File: config.mk
export PLATFORM = sky130hd
export DESIGN_NAME = ex_mem_result_stage
export DESIGN_NICKNAME = d
export VERILOG_FILES = /design/src/rtl/mips_ex_pkg.sv /design/src/rtl/ex_mem_entry_build.sv /design/src/rtl/ex_mem_result_stage.sv
export SDC_FILE = /design/constraint.sdc
export NUM_CORES = 1
export LEC_CHECK = 0
export BUFFER_PORTS_ARGS = -buffer_cell sky130_fd_sc_hd__clkbuf_2
export CAP_MARGIN = 20
export CORE_ASPECT_RATIO = 2
export CORE_MARGIN = 2
export CORE_UTILIZATION = 57
export DETAILED_ROUTE_END_ITERATION = 6
export PLACE_DENSITY = 0.93
export SLEW_MARGIN = 20
export SYNTH_ARGS = -nofsm -noshare
export SYNTH_HDL_FRONTEND = slang
export SYNTH_SLANG_ARGS = --single-unit
File: constraint.sdc
create_clock -name clk -period 3.65 [get_ports clk]
set_input_delay 0.73 -clock clk [delete_from_list [all_inputs] [get_ports clk]]
set_output_delay 0.73 -clock clk [all_outputs]
set_load 0.01 [all_outputs]
File: src/rtl/mips_ex_pkg.sv
// mips_ex_pkg: shared widths, stage state encoding and EX->MEM entry layout
package mips_ex_pkg;
  localparam int DATA_W = 32;
  localparam int REG_W = 5;
  typedef enum logic [1:0] {EMPTY = 2'd0, ONE = 2'd1, FULL = 2'd2} state_t;
  typedef struct packed {
    logic [DATA_W-1:0] s;
    logic              z;
    logic              v;
    logic              n;
    logic [REG_W-1:0]  rd;
    logic              regwrite;
    logic              memread;
    logic              memwrite;
    logic [DATA_W-1:0] store_data;
    logic              exc_ov;
  } ex_mem_entry_t;
endpackage

File: src/rtl/ex_mem_entry_build.sv
// ex_mem_entry_build: applies the overflow trap rule and packs one EX->MEM entry
module ex_mem_entry_build #(
  parameter int DATA_W = mips_ex_pkg::DATA_W,
  parameter int REG_W = mips_ex_pkg::REG_W
) (
  input  logic [DATA_W-1:0]         i_s,
  input  logic                      i_z,
  input  logic                      i_v,
  input  logic                      i_n,
  input  logic                      i_trap_ov,
  input  logic [REG_W-1:0]          i_rd,
  input  logic                      i_regwrite,
  input  logic                      i_memread,
  input  logic                      i_memwrite,
  input  logic [DATA_W-1:0]         i_store_data,
  output mips_ex_pkg::ex_mem_entry_t o_entry
);
  logic w_trap;
  assign w_trap = i_trap_ov & i_v;
  // A trapped op keeps its result and flags for diagnosis but loses all side effects
  assign o_entry = '{
    s:          i_s,
    z:          i_z,
    v:          i_v,
    n:          i_n,
    rd:         i_rd,
    regwrite:   i_regwrite & ~w_trap,
    memread:    i_memread & ~w_trap,
    memwrite:   i_memwrite & ~w_trap,
    store_data: i_store_data,
    exc_ov:     w_trap
  };
endmodule

File: src/rtl/ex_mem_result_stage.sv
// ex_mem_result_stage: EX->MEM register stage with 2-entry skid buffer and overflow trap
module ex_mem_result_stage #(
  parameter int DATA_W = mips_ex_pkg::DATA_W,
  parameter int REG_W = mips_ex_pkg::REG_W
) (
  input  logic              clk,
  input  logic              reset,
  input  logic              in_valid,
  output logic              in_ready,
  input  logic [DATA_W-1:0] in_S,
  input  logic              in_Z,
  input  logic              in_V,
  input  logic              in_N,
  input  logic              in_trap_ov,
  input  logic [REG_W-1:0]  in_rd,
  input  logic              in_regwrite,
  input  logic              in_memread,
  input  logic              in_memwrite,
  input  logic [DATA_W-1:0] in_store_data,
  input  logic              flush,
  output logic              out_valid,
  input  logic              out_ready,
  output logic [DATA_W-1:0] out_S,
  output logic              out_Z,
  output logic              out_V,
  output logic              out_N,
  output logic [REG_W-1:0]  out_rd,
  output logic              out_regwrite,
  output logic              out_memread,
  output logic              out_memwrite,
  output logic [DATA_W-1:0] out_store_data,
  output logic              out_exc_ov
);
  import mips_ex_pkg::*;
  state_t        r_state, w_state_nxt;
  ex_mem_entry_t r_head, r_skid, w_entry;
  logic          w_accept, w_drain, w_head_ld, w_head_from_skid, w_skid_ld;
  ex_mem_entry_build #(.DATA_W(DATA_W), .REG_W(REG_W)) u_build (
    .i_s(in_S), .i_z(in_Z), .i_v(in_V), .i_n(in_N), .i_trap_ov(in_trap_ov),
    .i_rd(in_rd), .i_regwrite(in_regwrite), .i_memread(in_memread),
    .i_memwrite(in_memwrite), .i_store_data(in_store_data), .o_entry(w_entry)
  );
  // in_ready depends only on state (and reset), never on out_ready
  assign in_ready  = ~reset & (r_state != FULL);
  assign out_valid = r_state != EMPTY;
  assign w_accept  = in_valid & in_ready & ~flush;
  assign w_drain   = out_valid & out_ready;
  always_comb begin
    w_state_nxt      = r_state;
    w_head_ld        = 1'b0;
    w_head_from_skid = 1'b0;
    w_skid_ld        = 1'b0;
    if (flush)
      w_state_nxt = EMPTY;
    else
      case (r_state)
        EMPTY: begin
          w_state_nxt = w_accept ? ONE : EMPTY;
          w_head_ld   = w_accept;
        end
        ONE: begin
          w_state_nxt = w_accept ? (w_drain ? ONE : FULL) : (w_drain ? EMPTY : ONE);
          w_head_ld   = w_accept & w_drain;
          w_skid_ld   = w_accept & ~w_drain;
        end
        FULL: begin
          w_state_nxt      = w_drain ? ONE : FULL;
          w_head_ld        = w_drain;
          w_head_from_skid = 1'b1;
        end
        default: w_state_nxt = EMPTY;
      endcase
  end
  always_ff @(posedge clk) begin
    if (reset) begin
      r_state <= EMPTY;
      r_head  <= '0;
      r_skid  <= '0;
    end else begin
      r_state <= w_state_nxt;
      if (w_head_ld) r_head <= w_head_from_skid ? r_skid : w_entry;
      if (w_skid_ld) r_skid <= w_entry;
    end
  end
  assign out_S          = r_head.s;
  assign out_Z          = r_head.z;
  assign out_V          = r_head.v;
  assign out_N          = r_head.n;
  assign out_rd         = r_head.rd;
  assign out_regwrite   = r_head.regwrite;
  assign out_memread    = r_head.memread;
  assign out_memwrite   = r_head.memwrite;
  assign out_store_data = r_head.store_data;
  assign out_exc_ov     = r_head.exc_ov;
endmodule
======== After elaboration in Yosys (flattened, before gate mapping) ========
Cells that the tools add are included.
word-level totals
  register bits ........................... 154
  bits of input ports ..................... 81
  output and inout port bits .............. 78
  logic and storage cells ................. 53
cells by class
  eq/ne operators ......................... 3
  muxes and demuxes ....................... 12
  bitwise gates (word level) .............. 14
  reductions and logical operators ........ 3
operators with widths
  operator                                                          count
  76-bit two-way mux                                                1
  1-bit bitwise AND                                                 10
  1-bit two-way mux                                                 7
  2-bit one-hot mux with 3 select lines                             1
  2-bit two-way mux                                                 2
  1-bit inverter                                                    4
  1-bit one-hot mux with 3 select lines                             1
  2-bit by 1-bit == test with 1-bit output (second input constant)  1
  2-bit == test (second input constant)                             1
  2-bit zero test                                                   1
  2-bit inequality test (second input constant)                     1
  2-bit nonzero test                                                1
  2-bit OR reduction                                                1

======== Longest topological paths before layout ========
  word-level depth ........................ 7
  gate-level depth with buffers ........... 12
  mapped depth without buffers ............ 7

======== Modules after synthesis ========
A second synthesis with hierarchy kept.
unflattened totals
  cells, all modules ...................... 781
  area total of the unflattened synthesis .. 7093.1 µm²
modules (own cells, without submodules)
  module               instances  cells each  area each (µm²)
  ex_mem_result_stage  1          704         6515.0
  ex_mem_entry_build   1          77          578.1

======== Worst setup path before layout ========
OpenSTA, ideal clock, no wires.
  kind .................................... input -> register
  start point ............................. input port reset
  end point ............................... register r_head, in the netlist out_S[0]
  arrival ................................. 2.565 ns
  slack ................................... 0.998 ns
  stages .................................. 9
  cell sequence ........................... clkbuf_1 -> clkbuf_1 -> nor3_1 -> ha_1 -> nor4bb_1 -> a211o_1 -> buf_2 -> buf_4 -> a221oi_2
on the way
  word-level cells in the longest chain between the ends .. 7
RTL lines
  what                                   line                       text
  start: declaration                     ex_mem_result_stage.sv:7   input logic reset,
  1-bit inverter                         ex_mem_result_stage.sv:44  assign in_ready = ~reset & (r_state != FULL);
  1-bit bitwise AND                      ex_mem_result_stage.sv:44
  1-bit bitwise AND (2 in a row)         ex_mem_result_stage.sv:46  assign w_accept = in_valid & in_ready & ~flush;
  1-bit bitwise AND                      ex_mem_result_stage.sv:63  w_head_ld = w_accept & w_drain;
  1-bit one-hot mux with 3 select lines  ex_mem_result_stage.sv:56  case (r_state)
  1-bit two-way mux                      ex_mem_result_stage.sv:53  if (flush)
  end signal: assignment                 ex_mem_result_stage.sv:81  if (w_head_ld) r_head <= w_head_from_skid ? r_skid : w_entry;
  end: declaration                       ex_mem_result_stage.sv:36  ex_mem_entry_t r_head, r_skid, w_entry;
Parallel ways exist; a longest one is shown, timed or not.
A chain may end at the register's enable or synchronous reset.

======== Worst setup path after layout ========
  start point ............................. register r_state[0]
  end point ............................... register r_head, in the netlist out_S[23]
on the way
  word-level cells in the longest chain between the ends .. 7
  elaborated cells on any way between the ends .. 15
  classes of those cells .................. eq/ne (3); mux (5); bitwise (5); reduce/logical (2)
RTL lines
  what                                   line                       text
  start: declaration                     ex_mem_result_stage.sv:35  state_t r_state, w_state_nxt;
  start signal: assignment               ex_mem_result_stage.sv:80  r_state <= w_state_nxt;
  2-bit inequality test                  ex_mem_result_stage.sv:44
  1-bit bitwise AND                      ex_mem_result_stage.sv:44
  1-bit bitwise AND (2 in a row)         ex_mem_result_stage.sv:46
  1-bit bitwise AND                      ex_mem_result_stage.sv:63
  1-bit one-hot mux with 3 select lines  ex_mem_result_stage.sv:56
  1-bit two-way mux                      ex_mem_result_stage.sv:53
Parallel ways exist; a longest one is shown, timed or not.

==> metrics.txt <==
# TYPE chip_impl_metric gauge
chip_impl_metric{name="peakVddDrop",unit="mV"} 0.383
chip_impl_metric{name="track_usage",unit="%"} 27.4
chip_impl_metric{name="post_synth_num_cell_types",unit=""} 30
chip_impl_metric{name="grt_first_pass_wirelength",unit="um"} 26900
chip_impl_metric{name="synth_cells",unit=""} 708
chip_impl_metric{name="fp.dieH",unit="um"} 155
chip_impl_metric{name="h-tree-depth",unit=""} 4
chip_impl_metric{name="achievable-frequency",unit="MHz"} 326
chip_impl_metric{name="drt_pass1_iterations",unit=""} 5
chip_impl_metric{name="total_wire_length_after_detailed_routing",unit="um"} 16900
chip_impl_metric{name="clk-insertion-delay-late",unit="ps"} 410
chip_impl_info{name="startpoint_types",value="flop"} 1
chip_impl_metric{name="r2r_setup_slk",unit="ps"} 590
chip_impl_metric{name="crit_arrival",unit="ps"} 3290
chip_impl_metric{name="drive_above_1_share",unit="%"} 29.5
chip_impl_metric{name="vias_in_the_first_global_route",unit=""} 5642
chip_impl_metric{name="critical_path_required",unit="ps"} 3880
chip_impl_metric{name="worst_r2r_path_depth",unit=""} 7
chip_impl_metric{name="synth.yosys.warnings",unit=""} 0
chip_impl_metric{name="finish.instance_area",unit="mm2"} 0.00802
chip_impl_metric{name="synthesized_area_per_cell",unit="um2"} 9.24
chip_impl_metric{name="setup-violations-final",unit=""} 0
chip_impl_info{name="synth_ff_type",value="dfxtp_1"} 1
chip_impl_metric{name="postSynthNetCount",unit=""} 791
chip_impl_metric{name="cts_hold_buf",unit=""} 0
chip_impl_metric{name="cts-buffers-inserted",unit=""} 17
chip_impl_metric{name="timing_worst_slew_pin_value",unit="ps"} 1050
chip_impl_metric{name="post_layout_min_period",unit="ps"} 3060
chip_impl_metric{name="design.final.nets",unit=""} 907
chip_impl_metric{name="remaining_drc_errors",unit=""} 0
chip_impl_metric{name="postSynthRegisterBits",unit=""} 154
chip_impl_info{name="crit_type",value="flop to flop"} 1
chip_impl_metric{name="cts-resized-gates",unit=""} 0
chip_impl_info{name="regToRegEndpoint",value="out_S[23]$_SDFFE_PP0P_"} 1
chip_impl_info{name="grt_setup_unrepaired",value="no"} 1
chip_impl_metric{name="timing_hold_violations_final",unit=""} 0
chip_impl_metric{name="final_cells",unit=""} 979
chip_impl_metric{name="start_util",unit="%"} 58.3
chip_impl_info{name="status",value="finished clean"} 1
chip_impl_metric{name="worstPathMaxFanout",unit=""} 76
chip_impl_metric{name="timing.setup.tns",unit="ps"} 0
chip_impl_metric{name="synthArstFlopShare",unit="%"} 0
chip_impl_metric{name="post-cts-setup-buffers",unit=""} 0
chip_impl_metric{name="clock_sinks",unit=""} 154
chip_impl_metric{name="p_leak",unit="nW"} 3.53
chip_impl_metric{name="final_core_utilization",unit="%"} 71.5
chip_impl_metric{name="core_area",unit="mm2"} 0.0112
chip_impl_metric{name="timing.max_cap.violations",unit=""} 0
chip_impl_info{name="clock-root-buffer",value="clkbuf_16"} 1
chip_impl_metric{name="hold_path_cells",unit=""} 2
chip_impl_metric{name="grt_max_degree",unit=""} 80
chip_impl_metric{name="ant_nets",unit=""} 0
chip_impl_metric{name="chipWidth",unit="um"} 79.7
chip_impl_metric{name="synth-edff-count",unit=""} 0
chip_impl_metric{name="flow.area_growth_from_synthesis",unit="%"} 22.7
chip_impl_info{name="final_common_cell",value="clkbuf_2"} 1
chip_impl_metric{name="antenna-diode-count",unit=""} 0
chip_impl_info{name="holdCritPathClass",value="flop to flop"} 1
chip_impl_metric{name="floorplan.die_area",unit="mm2"} 0.0124
chip_impl_metric{name="post_synthesis_cell_area",unit="mm2"} 0.00654
chip_impl_metric{name="dpl.hpwl",unit="um"} 10500
chip_impl_metric{name="ys_seq_area_share",unit="%"} 47.1
chip_impl_metric{name="routed_wire_length_per_instance",unit="um"} 17.2
chip_impl_metric{name="grt_overflow_total",unit=""} 0
chip_impl_info{name="worstReg2RegStart",value="r_state[0]$_SDFF_PP0_"} 1
chip_impl_metric{name="worst_path_clk_slew",unit="ps"} 60
chip_impl_metric{name="via_count_of_the_routed_design",unit=""} 5746
chip_impl_metric{name="antenna_found_initial",unit=""} 1
chip_impl_metric{name="final.period_utilization",unit="%"} 83.9
chip_impl_metric{name="timing.clock.skew",unit="ps"} 8.88
chip_impl_metric{name="detailedRoute.firstIterationViolations",unit=""} 338
chip_impl_metric{name="fp-row-count",unit=""} 55
chip_impl_metric{name="dp.cells",unit=""} 947
chip_impl_metric{name="dpl_cell_area",unit="mm2"} 0.00734
chip_impl_metric{name="power_per_cell_area",unit="mW/mm2"} 512
chip_impl_info{name="worst_hold_start",value="r_skid[26]$_SDFFE_PP0P_"} 1
chip_impl_metric{name="final-max-slew-violation-count",unit=""} 0
chip_impl_info{name="most-common-layout-cells",value="clkbuf_2 (157), dfxtp_1 (154), nand2_1 (153)"} 1
chip_impl_metric{name="cts.path.max_buffers",unit=""} 2
chip_impl_metric{name="maxSlewHeadroom",unit="%"} 30.2
chip_impl_info{name="cp-end-kind",value="flop"} 1
chip_impl_metric{name="gp_congestion",unit=""} 0.769
chip_impl_metric{name="portBuffers",unit=""} 158
chip_impl_info{name="min_to",value="r_skid[26]$_SDFFE_PP0P_"} 1
chip_impl_metric{name="vias_per_cell",unit=""} 5.87
chip_impl_info{name="tritoncts_clock_tree",value="yes"} 1
chip_impl_metric{name="io-pin-count",unit=""} 159
chip_impl_metric{name="fill_cells",unit=""} 825
-- sequential cells by signal, indices dropped and copies added (netlist names) --
| register | cells |
|---|---|
| out_S | 32 |
| out_Z | 1 |
| out_memwrite | 1 |
| out_V | 1 |
| out_rd | 5 |
| r_skid | 76 |
| out_N | 1 |
| out_exc_ov | 1 |
| out_store_data | 32 |
| r_state | 2 |
| out_regwrite | 1 |
| out_memread | 1 |
-- worst max path at each step --
| stage | start | end | slack, ps |
|---|---|---|---|
| floorplan | reset | out_S[0]$_SDFFE_PP0P_ | 1000 |
| global placement | reset | out_rd[4]$_SDFFE_PP0P_ | 650 |
| detailed placement | reset | out_S[13]$_SDFFE_PP0P_ | 540 |
| CTS | r_state[0]$_SDFF_PP0_ | out_S[18]$_SDFFE_PP0P_ | 610 |
| global route | r_state[0]$_SDFF_PP0_ | out_S[25]$_SDFFE_PP0P_ | 280 |
| finish | r_state[0]$_SDFF_PP0_ | out_S[23]$_SDFFE_PP0P_ | 590 |
-- logic make-up after synthesis --
kind of cell             Yosys count  share of synthesized area [%]
AO/OA/AOI/OAI                    159                           20.8
adder cells (fa/ha/maj)            2                          0.383
buffers and inverters             72                           5.30
flip-flops                       154                           47.1
multiplexers                      74                           11.3
AND/OR/NAND/NOR                  247                           15.1
-- stage by stage --
step	power (mW)	hold WS [ps]	setup WS, ps
after detailed placement	2.12	446	545
after floorplan	1.98	436	998
after global routing	4.23	473	281
after global placement	2.11	440	654
after CTS	4.13	455	605
final	4.11	454	587
-- synthesized netlist by cell type (all sizes together) (2+ instances only) --
cell type	count	area share (%)
a211o	2	0.27
a21oi	76	5.8
a221oi	76	14
a32oi	3	0.40
buf	31	2.9
clkbuf	39	2.2
dfxtp	154	47
ha	2	0.38
inv	2	0.11
mux2i	73	11
nand2	153	8.8
nand3	4	0.31
nor2	77	4.4
nor3	3	0.23
nor4bb	2	0.31
or3b	2	0.27
-- metal layers --
| layer | vias up | global-route usage [%] | routed length [um] |
|---|---|---|---|
| li1 | 2737 | - | - |
| met1 | 2774 | 31.3 | 6480 |
| met2 | 196 | 48.0 | 8970 |
| met3 | 39 | 6.09 | 876 |
| met4 | 0 | 12.3 | 558 |
| met5 | - | 0 | 0 |
-- layout make-up --
cell class	instances	area (um2)	area share, %
repair buffers	167	902	11.2
clock inverters	13	239	2.98
multi-input cells	482	3170	39.5
inverters	2	7.51	0.0936
well taps	142	178	2.21
flip-flops and latches	154	3080	38.4
clock buffers	19	443	5.52
-- critical path, cell delays in order, from the launching register on --
cell      delay (ps)
dfxtp_1          660
nand2b_4         240
nand2_1           60
nor3_1           220
ha_1             220
nor4bb_1         350
a211o_4          800
a221oi_1         240
-- power breakdown --
part | leakage [nW] | switching [mW] | internal, mW
registers | 1.25 | 0.0320 | 1.73
clock network | 0.330 | 0.712 | 1.31
logic | 1.95 | 0.186 | 0.134
total | 3.53 | 0.929 | 3.18
(Power assumes the default switching activity.)
